$ cat config.mk
export PLATFORM = sky130hd
export DESIGN_NAME = draw_game_pipe_flat
export DESIGN_NICKNAME = d
export VERILOG_FILES = /design/src/rtl/draw_game_pkg.sv /design/src/rtl/draw_game_pipe_if.sv /design/src/rtl/tube_hit_unit.sv /design/src/rtl/draw_game_pipe.sv /design/src/flat_wrapper.sv
export SDC_FILE = /design/constraint.sdc
export NUM_CORES = 1
export LEC_CHECK = 0
export BUFFER_PORTS_ARGS = -buffer_cell sky130_fd_sc_hd__buf_2
export CAP_MARGIN = 10
export CORE_MARGIN = 3
export CORE_UTILIZATION = 39
export CTS_CLUSTER_DIAMETER = 150
export DETAILED_ROUTE_END_ITERATION = 8
export PLACE_DENSITY_LB_ADDON = 0.15
export REMOVE_ABC_BUFFERS = 1
export SKIP_CTS_REPAIR_TIMING = 1
export SYNTH_ARGS = -nofsm -noshare
export SYNTH_HDL_FRONTEND = slang
export SYNTH_SLANG_ARGS = --single-unit
$ cat constraint.sdc
create_clock -name clk -period 5.3 [get_ports clk]
set_input_delay 1.06 -clock clk [delete_from_list [all_inputs] [get_ports clk]]
set_output_delay 1.06 -clock clk [all_outputs]
set_load 0.01 [all_outputs]
$ cat src/rtl/draw_game_pkg.sv
// Shared types and constants for the game-scene overlay pipeline.
package draw_game_pkg;

  typedef enum logic {RUN = 1'b0, HIT = 1'b1} game_state_t;

  typedef logic [10:0] coord_t;

  localparam logic [11:0] COLOR_BIRD_DEF = 12'h00F;
  localparam logic [11:0] COLOR_TUBE_DEF = 12'hF00;

  // Video beat carried down the pipeline: coordinates, sync/blank, pixel.
  typedef struct packed {
    coord_t      h;
    coord_t      v;
    logic        hs;
    logic        vs;
    logic        hb;
    logic        vb;
    logic [11:0] rgb;
  } vid_t;

  // Widen a coordinate so edge sums cannot wrap.
  function automatic logic [11:0] ext12(coord_t c);
    return {1'b0, c};
  endfunction

endpackage

$ cat src/rtl/draw_game_pipe_if.sv
// Video in/out stream plus game-object inputs and game-state outputs.
interface draw_game_pipe_if
  import draw_game_pkg::*;
#(
  parameter int N_TUBES = 3
);
  logic                   game_rst;
  coord_t                 hcount_in, vcount_in;
  logic                   hsync_in, vsync_in, hblnk_in, vblnk_in;
  logic [11:0]            rgb_in;
  coord_t                 bird_y;
  logic [N_TUBES*11-1:0]  tube_x;
  logic [N_TUBES*11-1:0]  gap_y;
  coord_t                 hcount_out, vcount_out;
  logic                   hsync_out, vsync_out, hblnk_out, vblnk_out;
  logic [11:0]            rgb_out;
  logic                   collision;
  logic [7:0]             score;

  modport master (
    output game_rst, hcount_in, vcount_in, hsync_in, vsync_in, hblnk_in, vblnk_in,
           rgb_in, bird_y, tube_x, gap_y,
    input  hcount_out, vcount_out, hsync_out, vsync_out, hblnk_out, vblnk_out,
           rgb_out, collision, score
  );

  modport slave (
    input  game_rst, hcount_in, vcount_in, hsync_in, vsync_in, hblnk_in, vblnk_in,
           rgb_in, bird_y, tube_x, gap_y,
    output hcount_out, vcount_out, hsync_out, vsync_out, hblnk_out, vblnk_out,
           rgb_out, collision, score
  );
endinterface

$ cat src/rtl/tube_hit_unit.sv
// Combinational per-tube coverage test: pixel lies in a tube column band
// but outside the gap. Tubes parked at or beyond H_ACTIVE are never drawn.
module tube_hit_unit
  import draw_game_pkg::*;
#(
  parameter int TUBE_W   = 60,
  parameter int GAP_H    = 200,
  parameter int H_ACTIVE = 1024
) (
  input  coord_t h,
  input  coord_t v,
  input  coord_t tx,
  input  coord_t gy,
  output logic   hit
);
  logic [11:0] tx_end, gy_end;

  assign tx_end = ext12(tx) + 12'(TUBE_W);
  assign gy_end = ext12(gy) + 12'(GAP_H);

  assign hit = (ext12(tx) < 12'(H_ACTIVE)) &&
               (h >= tx) && (ext12(h) < tx_end) &&
               ((v < gy) || (ext12(v) >= gy_end));
endmodule

$ cat src/rtl/draw_game_pipe.sv
// Two-stage tube/bird overlay with per-frame snapshots, collision FSM
// and saturating score counter.
module draw_game_pipe
  import draw_game_pkg::*;
#(
  parameter int          N_TUBES    = 3,
  parameter int          TUBE_W     = 60,
  parameter int          GAP_H      = 200,
  parameter int          BIRD_X     = 400,
  parameter int          BIRD_W     = 40,
  parameter int          BIRD_H     = 50,
  parameter int          H_ACTIVE   = 1024,
  parameter int          V_ACTIVE   = 768,
  parameter logic [11:0] COLOR_BIRD = COLOR_BIRD_DEF,
  parameter logic [11:0] COLOR_TUBE = COLOR_TUBE_DEF
) (
  input logic              clk,
  input logic              rst,
  draw_game_pipe_if.slave  vif
);
  localparam logic [11:0] BX_L   = 12'(BIRD_X);
  localparam logic [11:0] BX_R   = 12'(BIRD_X + BIRD_W);
  localparam logic [11:0] BH_L   = 12'(BIRD_H);
  localparam logic [11:0] TW_L   = 12'(TUBE_W);
  localparam logic [11:0] HA_L   = 12'(H_ACTIVE);
  localparam logic [11:0] VA_L   = 12'(V_ACTIVE);

  logic                          vblnk_d, tick, blank;
  coord_t                        snap_by;
  logic [N_TUBES-1:0][10:0]      snap_tx, snap_gy;
  logic [N_TUBES-1:0]            th_vec;
  logic                          bh_c, th_c;
  vid_t                          vin, s1_vid, s2_vid;
  logic                          s1_bh, s1_th;
  game_state_t                   state_q, state_d;
  logic [7:0]                    score_q, score_d, pass_cnt;
  logic [8:0]                    score_sum;
  logic                          acc_q, acc_d;

  assign tick  = vif.vblnk_in & ~vblnk_d;
  assign blank = vif.hblnk_in | vif.vblnk_in;
  assign vin   = '{h: vif.hcount_in, v: vif.vcount_in, hs: vif.hsync_in, vs: vif.vsync_in,
                   hb: vif.hblnk_in, vb: vif.vblnk_in, rgb: vif.rgb_in};

  genvar gi;
  generate
    for (gi = 0; gi < N_TUBES; gi++) begin : g_tube
      tube_hit_unit #(.TUBE_W(TUBE_W), .GAP_H(GAP_H), .H_ACTIVE(H_ACTIVE)) u_hit (
        .h(vif.hcount_in), .v(vif.vcount_in), .tx(snap_tx[gi]), .gy(snap_gy[gi]),
        .hit(th_vec[gi])
      );
    end
  endgenerate

  assign bh_c = !blank &&
                (ext12(vif.hcount_in) >= BX_L) && (ext12(vif.hcount_in) < BX_R) &&
                (vif.vcount_in >= snap_by) && (ext12(vif.vcount_in) < ext12(snap_by) + BH_L);
  assign th_c = !blank && (|th_vec);

  // Frame-edge detector and per-frame object snapshots.
  always_ff @(posedge clk or posedge rst) begin
    if (rst) begin
      vblnk_d <= 1'b0;
      snap_by <= '0;
      snap_tx <= '1;
      snap_gy <= '0;
    end else begin
      vblnk_d <= vif.vblnk_in;
      if (tick) begin
        snap_by <= vif.bird_y;
        for (int i = 0; i < N_TUBES; i++) begin
          snap_tx[i] <= vif.tube_x[11*i +: 11];
          snap_gy[i] <= vif.gap_y[11*i +: 11];
        end
      end
    end
  end

  // S1 registers hit flags, S2 composes the pixel; timing rides alongside.
  always_ff @(posedge clk or posedge rst) begin
    if (rst) begin
      s1_vid <= '0;
      s1_bh  <= 1'b0;
      s1_th  <= 1'b0;
      s2_vid <= '0;
    end else begin
      s1_vid <= vin;
      s1_bh  <= bh_c;
      s1_th  <= th_c;
      s2_vid <= s1_vid;
      s2_vid.rgb <= s1_bh ? COLOR_BIRD : (s1_th ? COLOR_TUBE : s1_vid.rgb);
    end
  end

  // Count tubes whose right edge crossed the bird's left column this tick.
  always_comb begin
    pass_cnt = '0;
    for (int i = 0; i < N_TUBES; i++) begin
      if ((ext12(snap_tx[i]) < HA_L) && (ext12(vif.tube_x[11*i +: 11]) < HA_L) &&
          (ext12(snap_tx[i]) + TW_L > BX_L) &&
          (ext12(vif.tube_x[11*i +: 11]) + TW_L <= BX_L))
        pass_cnt = pass_cnt + 8'd1;
    end
    score_sum = {1'b0, score_q} + {1'b0, pass_cnt};
  end

  // Game FSM next state: restart wins, else evaluate once per frame tick.
  always_comb begin
    state_d = state_q;
    score_d = score_q;
    acc_d   = acc_q | (bh_c & th_c);
    if (vif.game_rst) begin
      state_d = RUN;
      score_d = '0;
      acc_d   = 1'b0;
    end else if (tick) begin
      acc_d = 1'b0;
      if (state_q == RUN) begin
        score_d = score_sum[8] ? 8'hFF : score_sum[7:0];
        if (acc_q || (ext12(snap_by) + BH_L > VA_L) || (snap_by == '0))
          state_d = HIT;
      end
    end
  end

  // Game state registers.
  always_ff @(posedge clk or posedge rst) begin
    if (rst) begin
      state_q <= RUN;
      score_q <= '0;
      acc_q   <= 1'b0;
    end else begin
      state_q <= state_d;
      score_q <= score_d;
      acc_q   <= acc_d;
    end
  end

  assign vif.hcount_out = s2_vid.h;
  assign vif.vcount_out = s2_vid.v;
  assign vif.hsync_out  = s2_vid.hs;
  assign vif.vsync_out  = s2_vid.vs;
  assign vif.hblnk_out  = s2_vid.hb;
  assign vif.vblnk_out  = s2_vid.vb;
  assign vif.rgb_out    = s2_vid.rgb;
  assign vif.collision  = (state_q == HIT);
  assign vif.score      = score_q;
endmodule

$ cat src/flat_wrapper.sv
// flat-port wrapper written by rule: the top's interface ports become plain ports
module draw_game_pipe_flat import draw_game_pkg::*;
#(
  parameter int          N_TUBES    = 3,
  parameter int          TUBE_W     = 60,
  parameter int          GAP_H      = 200,
  parameter int          BIRD_X     = 400,
  parameter int          BIRD_W     = 40,
  parameter int          BIRD_H     = 50,
  parameter int          H_ACTIVE   = 1024,
  parameter int          V_ACTIVE   = 768,
  parameter logic [11:0] COLOR_BIRD = COLOR_BIRD_DEF,
  parameter logic [11:0] COLOR_TUBE = COLOR_TUBE_DEF
)
  (clk, rst, vif_game_rst, vif_hcount_in, vif_vcount_in, vif_hsync_in, vif_vsync_in, vif_hblnk_in, vif_vblnk_in, vif_rgb_in, vif_bird_y, vif_tube_x, vif_gap_y, vif_hcount_out, vif_vcount_out, vif_hsync_out, vif_vsync_out, vif_hblnk_out, vif_vblnk_out, vif_rgb_out, vif_collision, vif_score);
  draw_game_pipe_if #(.N_TUBES(N_TUBES)) vif_i ();
  input logic clk;
  input logic rst;
  input wire logic [$bits(vif_i.game_rst)-1:0] vif_game_rst;
  input wire logic [$bits(vif_i.hcount_in)-1:0] vif_hcount_in;
  input wire logic [$bits(vif_i.vcount_in)-1:0] vif_vcount_in;
  input wire logic [$bits(vif_i.hsync_in)-1:0] vif_hsync_in;
  input wire logic [$bits(vif_i.vsync_in)-1:0] vif_vsync_in;
  input wire logic [$bits(vif_i.hblnk_in)-1:0] vif_hblnk_in;
  input wire logic [$bits(vif_i.vblnk_in)-1:0] vif_vblnk_in;
  input wire logic [$bits(vif_i.rgb_in)-1:0] vif_rgb_in;
  input wire logic [$bits(vif_i.bird_y)-1:0] vif_bird_y;
  input wire logic [$bits(vif_i.tube_x)-1:0] vif_tube_x;
  input wire logic [$bits(vif_i.gap_y)-1:0] vif_gap_y;
  output wire logic [$bits(vif_i.hcount_out)-1:0] vif_hcount_out;
  output wire logic [$bits(vif_i.vcount_out)-1:0] vif_vcount_out;
  output wire logic [$bits(vif_i.hsync_out)-1:0] vif_hsync_out;
  output wire logic [$bits(vif_i.vsync_out)-1:0] vif_vsync_out;
  output wire logic [$bits(vif_i.hblnk_out)-1:0] vif_hblnk_out;
  output wire logic [$bits(vif_i.vblnk_out)-1:0] vif_vblnk_out;
  output wire logic [$bits(vif_i.rgb_out)-1:0] vif_rgb_out;
  output wire logic [$bits(vif_i.collision)-1:0] vif_collision;
  output wire logic [$bits(vif_i.score)-1:0] vif_score;
  assign vif_i.game_rst = vif_game_rst;
  assign vif_i.hcount_in = vif_hcount_in;
  assign vif_i.vcount_in = vif_vcount_in;
  assign vif_i.hsync_in = vif_hsync_in;
  assign vif_i.vsync_in = vif_vsync_in;
  assign vif_i.hblnk_in = vif_hblnk_in;
  assign vif_i.vblnk_in = vif_vblnk_in;
  assign vif_i.rgb_in = vif_rgb_in;
  assign vif_i.bird_y = vif_bird_y;
  assign vif_i.tube_x = vif_tube_x;
  assign vif_i.gap_y = vif_gap_y;
  assign vif_hcount_out = vif_i.hcount_out;
  assign vif_vcount_out = vif_i.vcount_out;
  assign vif_hsync_out = vif_i.hsync_out;
  assign vif_vsync_out = vif_i.vsync_out;
  assign vif_hblnk_out = vif_i.hblnk_out;
  assign vif_vblnk_out = vif_i.vblnk_out;
  assign vif_rgb_out = vif_i.rgb_out;
  assign vif_collision = vif_i.collision;
  assign vif_score = vif_i.score;
  draw_game_pipe #(.N_TUBES(N_TUBES), .TUBE_W(TUBE_W), .GAP_H(GAP_H), .BIRD_X(BIRD_X), .BIRD_W(BIRD_W), .BIRD_H(BIRD_H), .H_ACTIVE(H_ACTIVE), .V_ACTIVE(V_ACTIVE), .COLOR_BIRD(COLOR_BIRD), .COLOR_TUBE(COLOR_TUBE)) u_core (.clk(clk), .rst(rst), .vif(vif_i));
endmodule
# After elaboration in Yosys (flattened, before gate mapping)

Index checks and enable logic that the tools add are counted.

Multiplexer cells: 15
Eq/ne operators: 1
Order comparisons: 29
Add/sub/neg operators: 13
Bitwise logic cells: 5
Reductions and logical operators: 33

Operator list:

| kind                                                                | number |
|---|---|
| adder 11 x 6 -> 12 bit (second input constant)                      | 7 |
| < comparator 11 bit (second input constant)                         | 6 |
| < comparator 11 x 12 -> 1 bit                                       | 4 |
| 2-to-1 mux 8 bit                                                    | 6 |
| greater-or-equal comparator 11 bit                                  | 4 |
| adder 11 x 8 -> 12 bit (second input constant)                      | 3 |
| greater-or-equal comparator 11 x 12 -> 1 bit                        | 3 |
| > comparator 12 x 9 -> 1 bit (second input constant)                | 3 |
| less-or-equal comparator 12 x 9 -> 1 bit (second input constant)    | 3 |
| < comparator 11 bit                                                 | 3 |
| 2-to-1 mux 12 bit                                                   | 2 |
| logical AND 1 bit                                                   | 23 |
| > comparator 12 x 10 -> 1 bit (second input constant)               | 1 |
| greater-or-equal comparator 11 x 9 -> 1 bit (second input constant) | 1 |
| zero test 11 bit                                                    | 1 |
| < comparator 11 x 9 -> 1 bit (second input constant)                | 1 |
| adder 8 x 8 -> 9 bit                                                | 1 |
| adder 8 x 1 -> 8 bit (second input constant)                        | 1 |
| 2-to-1 mux 1 bit                                                    | 7 |
| logical OR 1 bit                                                    | 5 |
| OR reduction 3 bit                                                  | 1 |
| adder 1 x 1 -> 2 bit (second input constant)                        | 1 |
| AND 1 bit                                                           | 2 |
| != test 2 bit (second input constant)                               | 1 |
| other kinds (5)                                                     | 6 |

Register bits after elaboration: 165
Logic and storage cells: 122
Bits of input ports: 118
Output and inout port bits: 47

# Depth between registers and ports, before layout

Depth in word-level cells: 14
Depth in mapped cells: 20
Mapped depth without buffers: 19

# By module

From an unflattened synthesis, not the netlist that was laid out.

Cells, all modules: 929
Area total of the unflattened synthesis: 10083.4 um2

Modules (own cells, without submodules):

| module                                 | cells each | area an instance (um2) | instances |
|---|---|---|---|
| draw_game_pipe                         | 470        | 6540.0                 | 1 |
| tube_hit_unit (u_core.g_tube[2].u_hit) | 154        | 1209.9                 | 1 |
| tube_hit_unit (u_core.g_tube[1].u_hit) | 151        | 1181.1                 | 1 |
| tube_hit_unit (u_core.g_tube[0].u_hit) | 154        | 1152.4                 | 1 |

# Least setup slack after synthesis

Ideal clock, no wire load.

Path kind: input-to-reg
Start point: input vif_tube_x[12]
End point: register u_core.score_q[5], in the netlist u_core.vif.score[5]
Library setup time: 0.142 ns
Setup slack: 1.504 ns
Arrival: 3.654 ns
Path buffers: 0
Cell stages on the path: 18
Cells stage by stage: o21ai_0 > nand2b_1 > a21oi_1 > nor2b_1 > o21ai_0 > nand2_1 > nor3_1 > ha_1 > xnor2_1 > ha_1 > fa_1 > and2_1 > o21ai_0 > nor2_1 > a21oi_1 > nor2_1 > nor2_1 > a311oi_1

Word-level cells in the longest chain between the ends: 12
Elaborated cells between the ends (all ways): 14
Those cells by class: 3 x add/sub; 2 x order compare; 6 x mux; 3 x reduce/logical

Ends and longest elaborated chain:

| element                                                                        | line                  | text |
|---|---|---|
| from (decl)                                                                    | flat_wrapper.sv:28    | `input wire logic [$bits(vif_i.tube_x)-1:0] vif_tube_x;` |
| parallel branches: the longest is 3 deep, another holds adder 11 x 6 -> 12 bit | --                    |  |
| logical AND 1 bit (*)                                                          | draw_game_pipe.sv:100 | `(ext12(snap_tx[i]) + TW_L > BX_L) &&` |
| 2-to-1 mux 8 bit (*)                                                           | draw_game_pipe.sv:99  | `if ((ext12(snap_tx[i]) < HA_L) && (ext12(vif.tube_x[11*i +: 11]) < HA_L) &&` |
| adder 8 x 1 -> 8 bit                                                           | draw_game_pipe.sv:102 | `pass_cnt = pass_cnt + 8'd1;` |
| 2-to-1 mux 8 bit (*)                                                           | draw_game_pipe.sv:99  |  |
| adder 8 x 8 -> 9 bit (*)                                                       | draw_game_pipe.sv:104 | `score_sum = {1'b0, score_q} + {1'b0, pass_cnt};` |
| 2-to-1 mux 8 bit (*)                                                           | draw_game_pipe.sv:119 | `score_d = score_sum[8] ? 8'hFF : score_sum[7:0];` |
| 2-to-1 mux 8 bit (*)                                                           | draw_game_pipe.sv:118 | `if (state_q == RUN) begin` |
| 2-to-1 mux 8 bit (*)                                                           | draw_game_pipe.sv:116 | `end else if (tick) begin` |
| 2-to-1 mux 8 bit (*)                                                           | draw_game_pipe.sv:112 | `if (vif.game_rst) begin` |
| to (signal assigned)                                                           | draw_game_pipe.sv:134 | `score_q <= score_d;` |
| to (decl)                                                                      | draw_game_pipe.sv:36  | `logic [7:0] score_q, score_d, pass_cnt;` |

Every way passes the cells marked *. The select of a mux whose other input is x is not followed.
A chain may end at the register's enable or synchronous reset.

# Final worst setup path

Start point: register u_core.snap_tx[13] (netlist name)
End point: register u_core.score_q[5], in the netlist u_core.vif.score[5]

Word-level cells in the longest chain between the ends: 12
Elaborated cells between the ends (all ways): 14
Those cells by class: 3 x add/sub; 2 x order compare; 6 x mux; 3 x reduce/logical

Ends and longest elaborated chain:

| element                                                                  | line                                        | text |
|---|---|---|
| from (decl)                                                              | draw_game_pipe.sv:30                        | `logic [N_TUBES-1:0][10:0] snap_tx, snap_gy;` |
| from (signal, indexed assignment)                                        | draw_game_pipe.sv:72                        | `snap_tx[i] <= vif.tube_x[11*i +: 11];` |
| adder 11 x 6 -> 12 bit / < comparator 11 bit (equally long branches)     | draw_game_pipe.sv:100, draw_game_pipe.sv:99 |  |
| > comparator 12 x 9 -> 1 bit / logical AND 1 bit (equally long branches) | draw_game_pipe.sv:100, draw_game_pipe.sv:99 |  |
| logical AND 1 bit (*)                                                    | draw_game_pipe.sv:99                        |  |
| logical AND 1 bit (*)                                                    | draw_game_pipe.sv:100                       |  |
| 2-to-1 mux 8 bit (*)                                                     | draw_game_pipe.sv:99                        |  |
| adder 8 x 1 -> 8 bit                                                     | draw_game_pipe.sv:102                       |  |
| 2-to-1 mux 8 bit (*)                                                     | draw_game_pipe.sv:99                        |  |
| adder 8 x 8 -> 9 bit (*)                                                 | draw_game_pipe.sv:104                       |  |
| 2-to-1 mux 8 bit (*)                                                     | draw_game_pipe.sv:119                       |  |
| 2-to-1 mux 8 bit (*)                                                     | draw_game_pipe.sv:118                       |  |
| 2-to-1 mux 8 bit (*)                                                     | draw_game_pipe.sv:116                       |  |
| 2-to-1 mux 8 bit (*)                                                     | draw_game_pipe.sv:112                       |  |

Mark *: on every way between the ends. The rest lies on a longest branch, timed or not. The select of a mux whose other input is x is not followed.

==> results_tabular.tex <==
\begin{tabular}{lr}
\hline
Metric & Value \\
\hline
\multicolumn{2}{l}{\textbf{Global routing}} \\
\quad Maximum number of pins on one net before global-route repair & 107 \\
\quad Via count of the first global-routing pass & 7715 \\
\quad Antenna violations before repair & 0 \\
\quad Routing usage on met2 & 0.2807 \\
\quad GRT busiest layer & met2 \\
\quad Gr usage total & 0.1817 \\
\quad Wire length of the first global-routing pass & 39240 um \\
\quad Met3 global-route usage & 0.02444 \\
\quad Met1 usage & 0.2661 \\
\quad Remaining global-route overflow & 0 \\
\multicolumn{2}{l}{\textbf{Place}} \\
\quad Detailed placement HPWL & 18610 um \\
\quad Placed Instances & 1484 \\
\quad Number of port buffers & 164 \\
\quad Post-placement worst setup slack & 0.9158 ns \\
\quad Gpl congestion & 0.8237 \\
\multicolumn{2}{l}{\textbf{Setup path}} \\
\quad Data arrival at the endpoint of the critical path & 4.35 ns \\
\quad Critical path class & reg -> reg \\
\quad Critical path launch point type & flip-flop \\
\quad Max stage delay cell, worst path & dfstp\_2 \\
\quad Cells traversed along the worst timing path & inv\_1 > ha\_1 > nand3\_1 > and3\_1 > a21oi\_1 > a311oi\_1 > nor3\_1 > nor3\_1 > ha\_1 > xnor2\_1 > ha\_1 > fa\_1 > and2\_1 > o21ai\_0 > nor2\_1 > a21oi\_1 > nor2\_1 > nor2\_1 > a311oi\_1 \\
\quad Required time at the endpoint of the critical path & 5.59 ns \\
\quad Critical Path End Type & flip-flop \\
\quad Longest individual stage delay on the worst path & 0.57 ns \\
\quad Max FO, Critical Path & 6 \\
\multicolumn{2}{l}{\textbf{Die}} \\
\quad Overall die width & 165.5 um \\
\quad Full die area & 27400 sq um \\
\quad Ports & 165 \\
\quad Effective utilization at floorplan & 0.4022 \\
\quad Core area & 24680 sq um \\
\quad Number of placement rows & 57 \\
\quad Vertical die dimension & 165.5 um \\
\multicolumn{2}{l}{\textbf{Timing}} \\
\quad Period utilisation layout & 0.7666 \\
\quad WHS & 0.3457 ns \\
\quad Unrepaired setup endpoints after global routing & no \\
\quad Final setup violation count & 0 \\
\quad Normalized max-slew margin & 0.3688 \\
\quad Final Max Tran Viols & 0 \\
\quad Maximum clock frequency & 246.1 MHz \\
\quad Fin crit period & 4.063 ns \\
\quad Slew at the pin closest to its max-slew limit & 0.9469 ns \\
\quad Final Skew & 0.01499 ns \\
\quad Final hold violations & 0 \\
\quad Slack of the critical path & 1.237 ns \\
\multicolumn{2}{l}{\textbf{Logic synthesis}} \\
\quad Proportion of synthesized chip area in sequential cells & 0.4202 \\
\quad Mapped cell area & 9925 sq um \\
\quad Total of flip-flops plus latches after synthesis & 165 \\
\quad Syn Area/Cell & 9.797 sq um \\
\quad EDFF count, synth & 0 \\
\quad Number of standard cells after synthesis & 1013 \\
\quad Distinct cell type count of the synthesized netlist & 63 \\
\quad Leading register cell type out of synthesis & dfrtp\_1 \\
\quad Yosys top cell by area & dfrtp\_1 \\
\quad Synth warnings & 0 \\
\quad Share of async-settable or async-resettable flops after synthesis & 1.000 \\
\quad Area share of the largest cell type after synthesis & 0.3328 \\
\quad Cell types occupying the most area after synthesis & dfrtp\_1, ha\_1, dfstp\_2 \\
\multicolumn{2}{l}{\textbf{Layout}} \\
\quad Non-Filler Instances & 1516 \\
\quad Area of combinational cells with multiple inputs & 5370 sq um \\
\quad Storage cell area & 4170 sq um \\
\quad Final standard cell utilization of the core & 0.4742 \\
\quad Share of final-layout standard cells stronger than drive strength 1 & 0.2148 \\
\quad Post-layout net count & 1449 \\
\quad Final antenna diode count & 0 \\
\quad Layout overhead on the synthesized area & 17.92\% \\
\quad Final-layout fill cell count & 2457 \\
\multicolumn{2}{l}{\textbf{Power and ir drop}} \\
\quad Leakage dissipation & 5.521 nW \\
\quad Peak supply drop & 0.1580 mV \\
\quad Power density over cell area & 314.2 nW/um\^{}2 \\
\multicolumn{2}{l}{\textbf{Routing}} \\
\quad DRC violations left & 0 \\
\quad Drt first-iter violations & 398 \\
\quad Via density per instance & 5.123 \\
\quad Number of nets with antenna violations after routing & 0 \\
\quad Total via count after detailed routing & 7766 \\
\quad Drt wl/cell & 15.87 um \\
\quad Total Routed Length & 24060 um \\
\quad Drt pass-1 iters & 4 \\
\multicolumn{2}{l}{\textbf{Clocking}} \\
\quad Number of clock sinks & 165 \\
\quad Longest Clk Path Bufs & 2 \\
\quad TritonCTS clock tree & done \\
\quad H-Tree Depth & 4 \\
\quad Number of clock buffers inserted by TritonCTS & 17 \\
\quad Clock tree root buffer cell & clkbuf\_16 \\
\quad Clk slew on worst S/H paths & 0.07 ns \\
\quad Clock latency on the worst-skew pair & 0.43 ns \\
\multicolumn{2}{l}{\textbf{Outcome}} \\
\quad Result of the run & complete, no violations \\
\multicolumn{2}{l}{\textbf{Job}} \\
\quad Total of max-cap violations & 0 \\
\multicolumn{2}{l}{\textbf{Min path}} \\
\quad Worst min-delay path category & reg -> reg \\
\hline
\end{tabular}
## cells by family (layout without fill, tap and decap cells)
kind of cell    after synthesis  after routing  synth area share
fa+ha+maj                   152            152            0.1924
xor+xnor                     46             46           0.04060
mux                           8              8          0.008952
compound gates              260            260            0.1612
buf+inv                     104            283           0.03946
flops                       165            165            0.4202
simple gates                278            278            0.1372
## flip-flops by register name, indices dropped and copies added, names as in the netlist
signal / count
u_core.vif.hcount_out: 11
u_core.vif.vsync_out: 1
u_core.vif.hsync_out: 1
u_core.snap_gy: 33
u_core.s1_bh: 1
u_core.acc_q: 1
u_core.s1_th: 1
u_core.s1_vid: 37
u_core.vif.score: 8
u_core.vif.rgb_out: 12
u_core.vif.vblnk_out: 1
u_core.vif.collision: 1
u_core.vif.vcount_out: 11
u_core.vblnk_d: 1
u_core.snap_by: 11
u_core.snap_tx: 33
u_core.vif.hblnk_out: 1
## report_power, final
part           internal, W  total, W  switching (W)
logic             0.000426  0.000962       0.000536
registers          0.00140   0.00149      0.0000912
clock network     0.000652   0.00123       0.000574
## synth_stat cells (3+ instances only)
master and instances:
nor3b_1 3, and3_1 6, or3_1 3, nand4_1 11, a31oi_1 9, o21ai_1 8
and2_1 6, nor2b_1 14, xnor2_1 46, nand2_1 98, mux2_2 7, inv_1 81
o2111ai_1 5, o21ai_0 114, a21oi_1 39, o21a_1 6, a211o_1 8, a311oi_1 5
clkbuf_1 17, dfstp_2 33, nand3_1 17, nor4_1 8, nor3_1 28, o22ai_1 5
o211ai_1 7, buf_1 3, nand2b_1 12, a21o_1 22, ha_1 151, a211oi_1 13
dfrtp_1 132, nor2_1 55
## per-layer routing
metal  vias up  routed length [um]
li1       3936                   -
met1      3650               12170
met2       159               10620
met3        21                 970
met4         0                 299
met5         -                   0
## worst max-delay path, delay by kind of cell, from the launching register on
kind | cells | cell delay (ns)
xor gates and xnor gates | 1 | 0.14
adders and majority gates | 4 | 1.12
buffers and inverters | 1 | 0.09
AOI/OAI and AO/OA | 5 | 0.85
and+or+nand+nor | 8 | 1.15
DFF | 1 | 0.57
## final cells by class
class | instances | share of cell area
clock inverter | 13 | 0.01165
sequential | 165 | 0.3564
multi-input combinational | 744 | 0.4589
timing repair buffer | 168 | 0.07270
inverter | 83 | 0.02705
clock buffer | 19 | 0.03870
tap | 324 | 0.03464
## path summary, 6_finish.rpt
| kind | from | end | slack (ns) | depth (start not counted) |
|---|---|---|---|---|
| min in group asynchronous | rst | u_core.s1_vid[6]$_DFF_PP0_ | 0.85 | 2 |
| min | u_core.s1_vid[23]$_DFF_PP0_ | u_core.vif.vcount_out[7]$_DFF_PP0_ | 0.35 | 0 |
| max reg2reg | u_core.snap_tx[13]$_DFFE_PP1P_ | u_core.vif.score[5]$_DFFE_PP0P_ | 1.24 | 19 |
| max in group asynchronous | rst | u_core.snap_tx[12]$_DFFE_PP1P_ | 3.46 | 3 |
| max | u_core.snap_tx[13]$_DFFE_PP1P_ | u_core.vif.score[5]$_DFFE_PP0P_ | 1.24 | 19 |
| min reg2reg | u_core.s1_vid[23]$_DFF_PP0_ | u_core.vif.vcount_out[7]$_DFF_PP0_ | 0.35 | 0 |
## layout by cell type, fill, tap and decap left out, types with 8 or more instances in the layout
cell type	instances
clkbuf_16	17
nand3_1	17
a21o_1	22
nand4_1	11
inv_1	80
o21ai_0	114
o21ai_1	8
nor4_1	8
dfrtp_1	132
a21oi_1	39
ha_1	151
dfstp_2	33
a31oi_1	9
a211o_1	8
nor2_1	55
nand2_1	98
nor3_1	28
a211oi_1	13
buf_2	164
nor2b_1	13
xnor2_1	46
nand2b_1	12
## stage by stage
step	total power, W	cell area, sq um	setup TNS (ns)
2_1_floorplan	0.002184	9844	-64.93
3_3_place_gp	0.002459	11110	0
3_5_place_dp	0.002481	11110	0
4_1_cts	0.003727	11700	0
5_1_grt	0.003950	11700	0
6_report	0.003677	11700	0
No activity file was read; power rests on OpenSTA's default activity.
